## src/rtl/fetch_unit.sv

```systemverilog
// fetch_unit: instruction fetch stage feeding a DEPTH-entry prefetch queue.
// Optional macro FETCH_BYPASS_EN lets a fetch into an empty queue appear at the head in the same cycle.
module fetch_unit #(
  parameter int unsigned PC_INIT = 0,
  parameter int unsigned AW      = 32,
  parameter int unsigned DW      = 32,
  parameter int unsigned DEPTH   = 4
) (
  input  logic                    CLK,
  input  logic                    RST,
  output logic                    imemREN,
  output logic [AW-1:0]           imemaddr,
  input  logic [DW-1:0]           imemload,
  input  logic                    ihit,
  input  logic                    redirect,
  input  logic [AW-1:0]           redirect_pc,
  input  logic                    halt,
  input  logic                    deq,
  output logic                    valid,
  output logic [DW-1:0]           instr,
  output logic [AW-1:0]           instr_pc,
  output logic [$clog2(DEPTH):0]  count
);

  localparam int unsigned PW = $clog2(DEPTH);
  localparam logic [PW:0] FULL = (PW+1)'(DEPTH);

  logic [AW-1:0] fpc;
  logic          halt_q;
  logic [PW-1:0] rptr;
  logic [PW-1:0] wptr;
  logic [DW-1:0] q_instr [DEPTH];
  logic [AW-1:0] q_pc    [DEPTH];

  logic empty;
  logic push;
  logic bypass;
  logic push_store;
  logic pop_store;

  assign imemaddr = fpc;

  // A bypassed entry consumed in its arrival cycle never occupies a slot.
  always_comb begin
    empty   = (count == '0);
    imemREN = !halt_q && !redirect && (count < FULL);
    push    = imemREN && ihit;
`ifdef FETCH_BYPASS_EN
    bypass  = empty && push;
`else
    bypass  = 1'b0;
`endif
    pop_store  = deq && !empty;
    push_store = push && !(bypass && deq);
    valid      = !empty || bypass;
    instr      = '0;
    instr_pc   = '0;
    if (!empty) begin
      instr    = q_instr[rptr];
      instr_pc = q_pc[rptr];
    end else if (bypass) begin
      instr    = imemload;
      instr_pc = fpc;
    end
  end

  always_ff @(posedge CLK) begin
    if (RST) begin
      fpc    <= AW'(PC_INIT);
      count  <= '0;
      rptr   <= '0;
      wptr   <= '0;
      halt_q <= 1'b0;
    end else begin
      if (halt)
        halt_q <= 1'b1;
      if (redirect) begin
        count <= '0;
        rptr  <= '0;
        wptr  <= '0;
        fpc   <= redirect_pc & ~(AW'(3));
      end else begin
        if (push)
          fpc <= fpc + AW'(4);
        if (push_store)
          wptr <= wptr + PW'(1);
        if (pop_store)
          rptr <= rptr + PW'(1);
        count <= count + (PW+1)'(push_store) - (PW+1)'(pop_store);
      end
    end
  end

  // Storage needs no reset; valid masks stale entries.
  always_ff @(posedge CLK) begin
    if (push_store && !RST) begin
      q_instr[wptr] <= imemload;
      q_pc[wptr]    <= fpc;
    end
  end

endmodule
```

## config.mk

```make
export PLATFORM = sky130hd
export DESIGN_NAME = fetch_unit
export DESIGN_NICKNAME = d
export VERILOG_FILES = /design/src/rtl/fetch_unit.sv
export SDC_FILE = /design/constraint.sdc
export NUM_CORES = 1
export LEC_CHECK = 0
export BUFFER_PORTS_ARGS = -buffer_cell sky130_fd_sc_hd__buf_4
export CELL_PAD_IN_SITES_DETAIL_PLACEMENT = 1
export CELL_PAD_IN_SITES_GLOBAL_PLACEMENT = 1
export CORE_MARGIN = 2
export CORE_UTILIZATION = 35
export CTS_BUF_LIST = sky130_fd_sc_hd__clkbuf_16
export CTS_CLUSTER_SIZE = 14
export DETAILED_ROUTE_END_ITERATION = 10
export MAX_ROUTING_LAYER = met4
export PLACE_DENSITY_LB_ADDON = 0.1
export SETUP_SLACK_MARGIN = 0.2
export SYNTH_ARGS = -nofsm -noshare
export SYNTH_HDL_FRONTEND = slang
export SYNTH_SLANG_ARGS = --single-unit
```

## constraint.sdc

```tcl
create_clock -name CLK -period 3.4 [get_ports CLK]
set_input_delay 0.34 -clock CLK [delete_from_list [all_inputs] [get_ports CLK]]
set_output_delay 0.34 -clock CLK [all_outputs]
set_load 0.005 [all_outputs]
```

Word level (Yosys, flattened, before mapping) --
Memory sizes are Yosys's and may differ from the RTL's. A register that Yosys moved wholly into a read port is not among the register bits. Index checks and enable logic that the tools add are counted.
Operators by class: $add $sub $neg 5, $mul 0, divide/modulo/power cells 0, magnitude comparators 1, equal/unequal tests 0, shift-type cells 0, mux-type cells 10, bitwise logic cells 0, reductions and logical operators 12
Operators by type and width (count):
- $mux W32 | 4
- $add A32 B3 Y32 const B | 1
- $mux W2 | 4
- $logic_and A1 B1 Y1 | 5
- $add A2 B1 Y2 const B | 2
- $logic_not A1 Y1 | 4
- $add A3 B1 Y3 | 1
- $logic_not A3 Y1 | 1
- $lt A3 B3 Y1 const B | 1
- $sub A3 B1 Y3 | 1
- $mux W1 | 2
- $reduce_bool A2 Y1 | 1
- $reduce_or A2 Y1 | 1
Word-level totals: flip-flop bits (word level) 40, bits in latches 0, RAM bits 256, memory bits (read-only) 0, input bits 70, word-level logic and storage cells 36, memories kept 2
Memory list:
- q_instr | words 4, bits a word 32, read ports 1, clocked after Yosys merged registers in 1, write ports 1, RTL line 32 | logic [DW-1:0] q_instr [DEPTH];
- q_pc | words 4, bits a word 32, read ports 1, clocked after Yosys merged registers in 1, write ports 1, RTL line 33 | logic [AW-1:0] q_pc [DEPTH];

Longest topological paths before layout --
Gate-level depths: netlist of run 1.
word-level depth 7, depth in mapped cells 11

Worst setup path after synthesis of run 1 --
OpenSTA, ideal clock, no wires.
path type register to register, start register count[2], end memory q_instr[0][0] (enable), library setup time 0.427 ns, arrival 2.569 ns, slack 0.404 ns, cell stages (with the launch flop) 4, buffers on the path 1, clock period less this slack 2.996 ns, cells stage by stage dfxtp_1 -> nor3b_2 -> clkbuf_1 -> and3_1
Between the ends: word-level cells in the longest chain between the ends 6
Ends and longest elaborated chain:
- from (decl) | RTL line 22 | output logic [$clog2(DEPTH):0] count
- from (signal assigned) | RTL line 89 | count <= count + (PW+1)'(push_store) - (PW+1)'(pop_store);
- $lt A3 B3 Y1 | RTL line 46 | imemREN = !halt_q && !redirect && (count < FULL);
- $logic_and A1 B1 Y1 | RTL line 46
- $logic_and A1 B1 Y1 | RTL line 47 | push = imemREN && ihit;
- $logic_and A1 B1 Y1 | RTL line 96 | if (push_store && !RST) begin
- $mux W1 | RTL line 96
- $mux W1 (implied by the code) | RTL line 97 | q_instr[wptr] <= imemload;
- to (decl) | RTL line 32
No other way between the ends.

==> results of run 1 <==
-- power by group through the flow --
stage / sequential [W] / clock (W) / combinational (W)
finish: 0.00397 / 0.00336 / 0.000518
global route: 0.00399 / 0.00358 / 0.000571
CTS: 0.00398 / 0.00345 / 0.000532
detailed placement: 0.00405 / 0 / 0.000499
global placement: 0.00404 / 0 / 0.000487
floorplan: 0.00402 / 0 / 0.000228
-- per-stage QoR --
stage                     hold slack [ps]  total power [W]
after floorplan                       439          0.00425
after global placement                477          0.00453
after detailed placement              512          0.00455
after CTS                            10.6          0.00796
after global routing                 24.6          0.00814
final                                34.3          0.00785
-- path summary, 6_finish.rpt --
path / from / depth (start not counted) / to / slack (ps)
max: register / 4 / instr_pc[24] / 530
max reg2reg: count[2] / 9 / count[2] / 880
min reg2reg: wptr[1] / 2 / wptr[1] / 530
min: redirect_pc[8] / 3 / imemaddr[8] / 30
-- sequential cells by signal, summed over array words and instances, names as in the netlist, named ones only --
signal    count
count         3
halt_q        1
imemaddr     30
q_instr     128
q_pc        120
rptr          2
wptr          2
-- synth_stat cells (3+ instances only) --
cell,n
edfxtp_1,248
and2_1,65
mux4_2,62
dfxtp_1,40
nor2_1,24
xnor2_1,24
clkbuf_1,21
inv_1,21
a21oi_1,19
nand2_1,18
nand3_1,16
o21a_1,16
nor3_1,13
nand4_1,11
and3_1,9
ha_1,7
buf_2,6
nor2b_1,6
xor2_1,6
buf_4,5
mux2i_1,5
o21ai_0,4
nor4_4,3
-- layer usage --
layer | GRT usage | wire length (um)
met3 | 0.0297 | 1090
met5 | - | 0
met1 | 0.214 | 12300
met2 | 0.294 | 14700
met4 | 0.0327 | 365
-- cell families (layout without fill, tap and decap cells) --
group,after synthesis,in the layout,share of synthesized area
flip-flops,288,288,0.707
AND/OR/NAND/NOR,178,178,0.0908
multiplexers,67,67,0.124
buffers and inverters,59,293,0.0235
AO/OA/AOI/OAI,43,43,0.0224
XOR/XNOR,30,30,0.0225
adder cells (fa/ha/maj),8,8,0.00923
other,1,4,0.000322
-- worst max-delay path, delay by kind of cell, from the launching register on --
kind / cells / cell delay, ps
and+or+nand+nor: 1 / 180
buffers and inverters: 2 / 540
DFF: 1 / 670
muxes: 1 / 560
-- cell type report --
class                      instances  area (um2)  area share
tap                              442         553      0.0373
clock inverter                    26         243      0.0164
timing repair buffer             215        1750       0.118
multi-input combinational        330        3170       0.214
clock buffer                      31         776      0.0523
sequential                       288        8260       0.557
inverter                          21        78.8     0.00532
-- repair_timing --
action / in CTS / in global routing
hold endpoints to repair: 130 / 0
buffers inserted: 0 / 0
gates resized for setup: 0 / 0
hold buffers: 34 / 0
==> metrics.yaml, run 1 <==
grt:
  grt_pass1_wl_um: 44800
  grt_pass1_vias: 7390
  antenna_found_initial: 0
  grt_usage: 0.171
  globalRouteOverflowTotal: 0
  grt_start_max_net_pins: 64
routing:
  dr.pass1.iters: 4
  wirelength_um: 28500
  viasPerCell: 4.87
  wire_per_inst_um: 21.0
  drt_iter0_drc: 323
  final_antenna_net_count: 0
  vias: 6590
  drc: 0
clock_tree:
  clock_path_buffers: 3
  root_buffer: "clkbuf_16"
  clock_latency_ps: 560
  cts_tree: "yes"
  cts_made_buffers: 31
  htree_levels: 1
  cts_sinks: 288
  clk_pin_slew_ps: 60
placed_design:
  port_buffers: 164
  gp_congestion: 0.756
  dp_slack_ps: 830
  place.detailed.hpwl_um: 18000
  place_area_mm2: 0.0135
  dp_cells: 1262
critical_path:
  path_class: "register to primary output"
  worst_path_largest_cell_delay_ps: 670
  critical_path.max_fanout: 19
  critPathSlowestCell: "dfxtp_4"
  crit_top_cell: "buf_4"
  arrival_ps: 2530
  cp_cell_sequence: "buf_4 -> mux4_2 -> and2_1 -> buf_4"
  worstPathRequired_ps: 3060
  crit_path_start_kind: "register"
  worstSetupEndpointType: "primary output"
synth:
  yosysTopAreaCell: "edfxtp_1"
  syn_avg_cell_area_um2: 17.3
  ys_top_cells_by_area: "edfxtp_1 (64%), mux4_2 (12%), dfxtp_1 (6.9%)"
  yosysUniqueCellTypes: 41
  yosys_warnings: 0
  synthCells: 674
  synth_enable_flop_cells: 248
  ys_ff_latch: 288
  synthArstFlopShare: 0
  synth_top_area_frac: 0.639
  ys.flop_type: "edfxtp_1"
  synthesis.area_mm2: 0.0117
  seq_area_frac_synth: 0.707
floorplanning:
  initial_core_util: 0.357
  io_pins: 171
  dieWidth_um: 187
  rows: 66
  core_area_mm2: 0.0327
  die_y_um: 187
  die-area_mm2: 0.0348
sta:
  fin_crit_sh: 0.845
  tns_ps: 0
  fmax_ghz: 0.348
  tightest_slew_ps: 723
  hold_viol_final: 0
  rsz0062_at_grt: "false"
  setup_viol: 0
  relSlewSlack: 0.518
  setup_ws_ps: 526
  drv_slew: 0
  skew_ps: 12.4
  fin_crit_ps: 2870
hold_path:
  hold_class: "primary input to register"
cells_and_area:
  nNetsFinal: 965
  antenna_cells: 0
  mostFrequentLayoutCell: "edfxtp_1"
  final_util: 0.453
  layout_common_cells: "edfxtp_1 (248), buf_4 (177), and2_1 (65), mux4_2 (62), dfxtp_1 (38)"
  final_cells: 1353
  nFillCells: 3227
  area_growth_syn_to_layout_pct: 27.1
  drive_gt1_frac: 0.333
  postLayoutCellArea_mm2: 0.0148
pwr:
  clkPwrFrac: 0.428
  seqPwrFrac: 0.506
  switching_share: 0.211
  ir_worst_vdd_mv: 0.362
  p_sw_w: 0.00166
  power.internal_w: 0.00620
  p_comb_frac: 0.066
  p_per_area_mw_per_mm2: 530
  p_leak_nw: 5.26
run:
  max-cap-violations: 0
status:
  status: "finished clean"
No activity file was read; power rests on OpenSTA's default activity.
==> run 2, diff against run 1 <==
Clock period 3.4 ns to 3 ns, I/O delays scaled along.
==> run 2 against run 1 <==
Routed wire length rose by 0.84%. Worst setup slack got worse by 160 ps. Cell count rose by 0.37%. Core utilization rose by 0.077 points. Critical path type unchanged. Critical endpoint is now instr_pc[19]. Largest cell class unchanged.
==> metrics.yaml, run 2 (same netlist as run 1, synthesis figures left out) <==
clock_tree:
  htree_levels: 1  # unchanged
  clock_path_buffers: 3  # unchanged
  cts_tree: "yes"
  root_buffer: "clkbuf_16"
  clk_pin_slew_ps: 60  # about the same
  cts_setup_buffers: 0  # unchanged
  cts_hold_buf: 39  # +15%
  cts_resized: 0  # unchanged
  clock_latency_ps: 540  # -20 ps
  cts_sinks: 288  # unchanged
  cts_made_buffers: 31  # unchanged
routing:
  drt_iter0_drc: 353  # +9.3%
  vias: 6659  # +1.0%
  final_antenna_net_count: 0  # unchanged
  viasPerCell: 4.90  # +0.67%
  drc: 0  # unchanged
  wire_per_inst_um: 21.1  # +0.46%
  wirelength_um: 28700  # +0.84%
  dr.pass1.iters: 7  # +3
pwr:
  seqPwrFrac: 0.515  # +0.009
  switching_share: 0.215  # +0.00395
  p_leak_nw: 5.26  # about the same
  clkPwrFrac: 0.416  # -0.012
  p_sw_w: 0.00188  # +13%
  p_comb_frac: 0.069  # +0.003
  ir_worst_vdd_mv: 0.485  # +34%
  total_power_w: 0.00874  # +11%
  power.internal_w: 0.00686  # +11%
  p_per_area_mw_per_mm2: 588  # +11%
sta:
  skew_ps: 6.50  # -5.94 ps
  hold_slack_ps: 43.0  # +8.63 ps
  fin_crit_sh: 0.878
  tightest_slew_ps: 721  # -1.29 ps
  rsz0062_at_grt: "false"
  relSlewSlack: 0.519  # +0.000859
  setup_viol: 0  # unchanged
  drv_slew: 0  # unchanged
  fmax_ghz: 0.380
  fin_crit_ps: 2630
  hold_viol_final: 0  # unchanged
  tns_ps: 0  # unchanged
floorplanning:
  io_pins: 171  # unchanged
  dieWidth_um: 187  # unchanged
  die-area_mm2: 0.0348  # unchanged
  initial_core_util: 0.357  # unchanged
  rows: 66  # unchanged
  core_area_mm2: 0.0327  # unchanged
  die_y_um: 187  # unchanged
cells_and_area:
  nNetsFinal: 970  # +0.52%
  drive_gt1_frac: 0.332  # -0.000724
  largest_reg_flops: 128  # unchanged
  seq_area_mm2: 0.00826  # unchanged
  antenna_cells: 0  # unchanged
  nFillCells: 3251  # +0.74%
  mostFrequentLayoutCell: "edfxtp_1"
  top_register: "q_instr"
  multi_input_area_mm2: 0.00317  # unchanged
  layout_common_cells: "edfxtp_1 (248), buf_4 (175), and2_1 (65), mux4_2 (62), dlygate4sd3_1 (39)"
  area_growth_syn_to_layout_pct: 27.4
critical_path:
  crit_buf_inv: 2  # unchanged
  cp_cell_sequence: "buf_12 -> mux4_2 -> and2_1 -> buf_4"
  critPathSlowestCell: "dfxtp_4"
  crit_path_start_kind: "register"
  worstSetupEndpointType: "primary output"
  path_class: "register to primary output"
  critical_path.max_fanout: 31  # +12
  worst_path_largest_cell_delay_ps: 560  # -110 ps
  r2r_setup_slack_ps: 440  # -440 ps
  worstPathRequired_ps: 2700  # -360 ps
  r2r_start: "count[2]"
  path_delay_family: "flip-flops"
  arrival_ps: 2330  # -200 ps
grt:
  grt_start_max_net_pins: 64  # unchanged
  globalRouteOverflowTotal: 0  # unchanged
  antenna_found_initial: 0  # unchanged
  grt_pass1_vias: 7398  # +0.11%
  grt_usage: 0.169  # -0.00147
  grt_pass1_wl_um: 44500  # -0.57%
run:
  max-cap-violations: 0  # unchanged
hold_path:
  min_from: "redirect_pc[13]"
  hold_class: "primary input to register"
placed_design:
  place.detailed.hpwl_um: 17800  # -0.77%
  port_buffers: 164  # unchanged
  gp_congestion: 0.763  # +0.94%
status:
  status: "finished clean"
-- run 2: cell types whose count changed in the layout (fill, tap and decap cells not counted), sizes merged --
cell,previous run,this run
bufinv,5,3
dlygate4sd3,34,39
inv,28,27
clkinv,14,16
clkinvlp,0,1
-- run 2: worst paths after layout --
check,to,cells past startpoint
setup / recovery,instr_pc[19],4
hold / removal,imemaddr[13],3
setup reg to reg,count[2],9
hold reg to reg,wptr[1],2
-- run 2: worst register-to-register path, delay by kind of cell (launching register included) --
kind | cells | cell delay, ps
xor gates and xnor gates | 2 | 360
adders and majority gates | 3 | 870
buffers and inverters | 1 | 40
DFF | 1 | 390
and+or+nand+nor | 3 | 800
-- run 2: power groups by stage --
stage               sequential, W  combinational [W]  clock, W
global placement          0.00457           0.000564         0
detailed placement        0.00458           0.000578         0
global route              0.00451           0.000663   0.00388
CTS                       0.00450           0.000623   0.00374
finish                    0.00450           0.000605   0.00363
floorplan                 0.00455           0.000258         0
-- run 2: metrics by stage --
| stage | setup slack, ps | utilization | std cells | cell area [um2] |
|---|---|---|---|---|
| 6_report | 367 | 0.454 | 1358 | 14900 |
| 3_3_place_gp | 561 | 0.413 | 1262 | 13500 |
| 3_5_place_dp | 459 | 0.413 | 1262 | 13500 |
| 2_1_floorplan | 601 | - | 677 | 11700 |
| 5_1_grt | 206 | 0.454 | 1358 | 14900 |
| 4_1_cts | 278 | 0.454 | 1358 | 14900 |
-- run 2: final cells by class --
cell class              instances  share of cell area
multi-input cells             330               0.214
clock buffers                  31              0.0522
flip-flops and latches        288               0.556
clock inverters                26              0.0130
well taps                     442              0.0372
repair buffers                220               0.123
inverters                      21             0.00531
-- run 2: layer usage --
layer,GRT usage,vias up,share of wire
met2,0.282,153,0.50
met1,0.220,3460,0.44
met5,-,-,0
li1,-,3011,-
met4,0.0394,0,0.019
met3,0.0260,35,0.042
==> run 3, diff against run 2 <==
Settings changed: CTS_BUF_LIST sky130_fd_sc_hd__clkbuf_16 to unset, CTS_CLUSTER_SIZE 14 to unset.
Clock period 3 ns to 3.25 ns, I/O delays scaled along.
==> run 3 against run 2 <==
Routed wire length is 3.0% lower. Highest routed layer unchanged. Sequential share of layout area is 0.089 points lower. Critical path depth stayed put. Register-to-register slack improved by 240 ps. Power shrank 4.7%. Sequential cell count unchanged.
==> metrics.yaml, run 3 (same netlist as run 1, synthesis figures left out) <==
critical_path:
  r2r_start: "count[2]"
  cp_cell_sequence: "buf_4 -> mux4_2 -> and2_1 -> buf_4"
  r2r_setup_slack_ps: 680  # +240 ps
  worstPathRequired_ps: 2920  # +220 ps
  critical_path.max_fanout: 17  # -45%
  worst_path_largest_cell_delay_ps: 650  # +90 ps
  crit_top_cell: "buf_4"
  crit_path_start_kind: "register"
  reg2reg_depth: 9  # unchanged
  arrival_ps: 2460  # +130 ps
  worstSetupEndpointType: "primary output"
  critPathSlowestCell: "dfxtp_4"
  r2r-end: "count[2]"
  path_class: "register to primary output"
cells_and_area:
  mostFrequentLayoutCell: "edfxtp_1"
  nFillCells: 3238  # -0.40%
  area_growth_syn_to_layout_pct: 27.6
  top_register: "q_instr"
  seq_area_mm2: 0.00826  # unchanged
  layout_common_cells: "edfxtp_1 (248), buf_4 (172), and2_1 (65), mux4_2 (62), dfxtp_1 (38)"
  drive_gt1_frac: 0.339  # +0.00733
  antenna_cells: 0  # unchanged
  nNetsFinal: 962  # -0.82%
  multi_input_area_mm2: 0.00317  # unchanged
  largest_reg_flops: 128  # unchanged
placed_design:
  gp_congestion: 0.760  # -0.39%
  place.detailed.hpwl_um: 17500  # -1.5%
  dp_slack_ps: 671  # +212 ps
  port_buffers: 164  # unchanged
grt:
  grt_pass1_vias: 7284  # -1.5%
  globalRouteOverflowTotal: 0  # unchanged
  grt_start_max_net_pins: 64  # unchanged
  grt_pass1_wl_um: 43600  # -2.0%
  antenna_found_initial: 0  # unchanged
  grt_usage: 0.167  # -0.00236
sta:
  fin_crit_sh: 0.856
  fmax_ghz: 0.360
  tightest_slew_ps: 726  # +4.67 ps
  tns_ps: 0  # unchanged
  setup_ws_ps: 468  # +102 ps
  fin_crit_ps: 2780
  drv_slew: 0  # unchanged
  hold_viol_final: 0  # unchanged
  skew_ps: 12.3  # +5.82 ps
  setup_viol: 0  # unchanged
  relSlewSlack: 0.516  # -0.00311
  rsz0062_at_grt: "false"
status:
  status: "finished clean"
pwr:
  p_per_area_mw_per_mm2: 560  # -4.9%
  p_comb_frac: 0.065  # -0.004
  p_sw_w: 0.00174  # -7.2%
  switching_share: 0.209  # -0.00569
  seqPwrFrac: 0.499  # -0.016
  p_leak_nw: 5.25  # -0.37%
  clkPwrFrac: 0.436  # +0.020
  power.internal_w: 0.00658  # -4.0%
  ir_worst_vdd_mv: 0.364  # -25%
clock_tree:
  cts_made_buffers: 31  # unchanged
  htree_levels: 1  # unchanged
  cts_hold_buf: 34  # -13%
  cts_resized: 0  # unchanged
  cts_sinks: 288  # unchanged
  clk_pin_slew_ps: 60  # about the same
  cts_setup_buffers: 0  # unchanged
  clock_path_buffers: 3  # unchanged
  cts_tree: "yes"
  root_buffer: "clkbuf_16"
  clock_latency_ps: 540  # about the same
routing:
  viasPerCell: 4.84  # -1.3%
  wirelength_um: 27900  # -3.0%
  drt_iter0_drc: 366  # +3.7%
  dr.pass1.iters: 4  # -3
  wire_per_inst_um: 20.6  # -2.4%
  drc: 0  # unchanged
  final_antenna_net_count: 0  # unchanged
  vias: 6535  # -1.9%
floorplanning:
  die-area_mm2: 0.0348  # unchanged
  io_pins: 171  # unchanged
  initial_core_util: 0.357  # unchanged
  die_y_um: 187  # unchanged
  dieWidth_um: 187  # unchanged
  core_area_mm2: 0.0327  # unchanged
  rows: 66  # unchanged
hold_path:
  hold_path_depth: 3  # unchanged
  min_from: "redirect_pc[2]"
  hold_class: "primary input to register"
  hold_end: "imemaddr[2]"
run:
  max-cap-violations: 0  # unchanged
[run 3: changes by cell type in the layout (fill, tap and decap cells not counted)]
cell           change
buf_4              -3
bufinv_16          +3
clkbuf_1           +1
clkinv_1           -2
clkinv_4           +2
clkinvlp_4         +2
dlygate4sd3_1      -5
inv_1              -6
[run 3: area by class of cell]
type | instances | share of cell area
Clock buffer | 32 | 0.0524
Clock inverter | 25 | 0.0192
Inverter | 21 | 0.00530
Multi-Input combinational cell | 330 | 0.213
Sequential cell | 288 | 0.555
Tap cell | 442 | 0.0372
Timing Repair Buffer | 212 | 0.118
[run 3: worst max-delay path by stage]
stage	startpoint	end	slack, ps	depth (start not counted)
6_report	register	instr[0]	470	4
3_3_place_gp	count[2]	count[2]	800	9
4_1_cts	register	instr[0]	400	4
3_5_place_dp	count[2]	count[2]	670	9
5_1_grt	register	instr[0]	310	4
2_1_floorplan	count[2]	q_instr[0][0]	250	3
[run 3: power groups by stage]
stage	clock [W]	sequential, W	combinational, W
6_report	0.00363	0.00415	0.000544
3_3_place_gp	0	0.00423	0.000513
5_1_grt	0.00387	0.00416	0.000601
4_1_cts	0.00372	0.00416	0.000562
3_5_place_dp	0	0.00423	0.000527
2_1_floorplan	0	0.00421	0.000238
[run 3: stage by stage]
stage | util | instances | cell area [um2] | power (W) | hold WS [ps]
after floorplan | - | 677 | 11700 | 0.00444 | 424
after global placement | 0.412 | 1259 | 13500 | 0.00474 | 477
after detailed placement | 0.412 | 1259 | 13500 | 0.00476 | 517
after CTS | 0.455 | 1350 | 14900 | 0.00844 | 1.84
after global routing | 0.455 | 1350 | 14900 | 0.00864 | 12.4
final | 0.455 | 1350 | 14900 | 0.00833 | 20.3
[run 3: layer usage]
metal | up-vias | part of all wire | GRT usage
met3 | 31 | 0.039 | 0.0241
met2 | 160 | 0.50 | 0.281
li1 | 3004 | - | -
met5 | - | 0 | -
met1 | 3340 | 0.45 | 0.219
met4 | 0 | 0.013 | 0.0305
[run 3: critical path: cells and delay by family, from the launching register on]
family	cells	cell delay, ps
buf+inv	2	530
simple gates	1	190
mux	1	540
flops	1	650
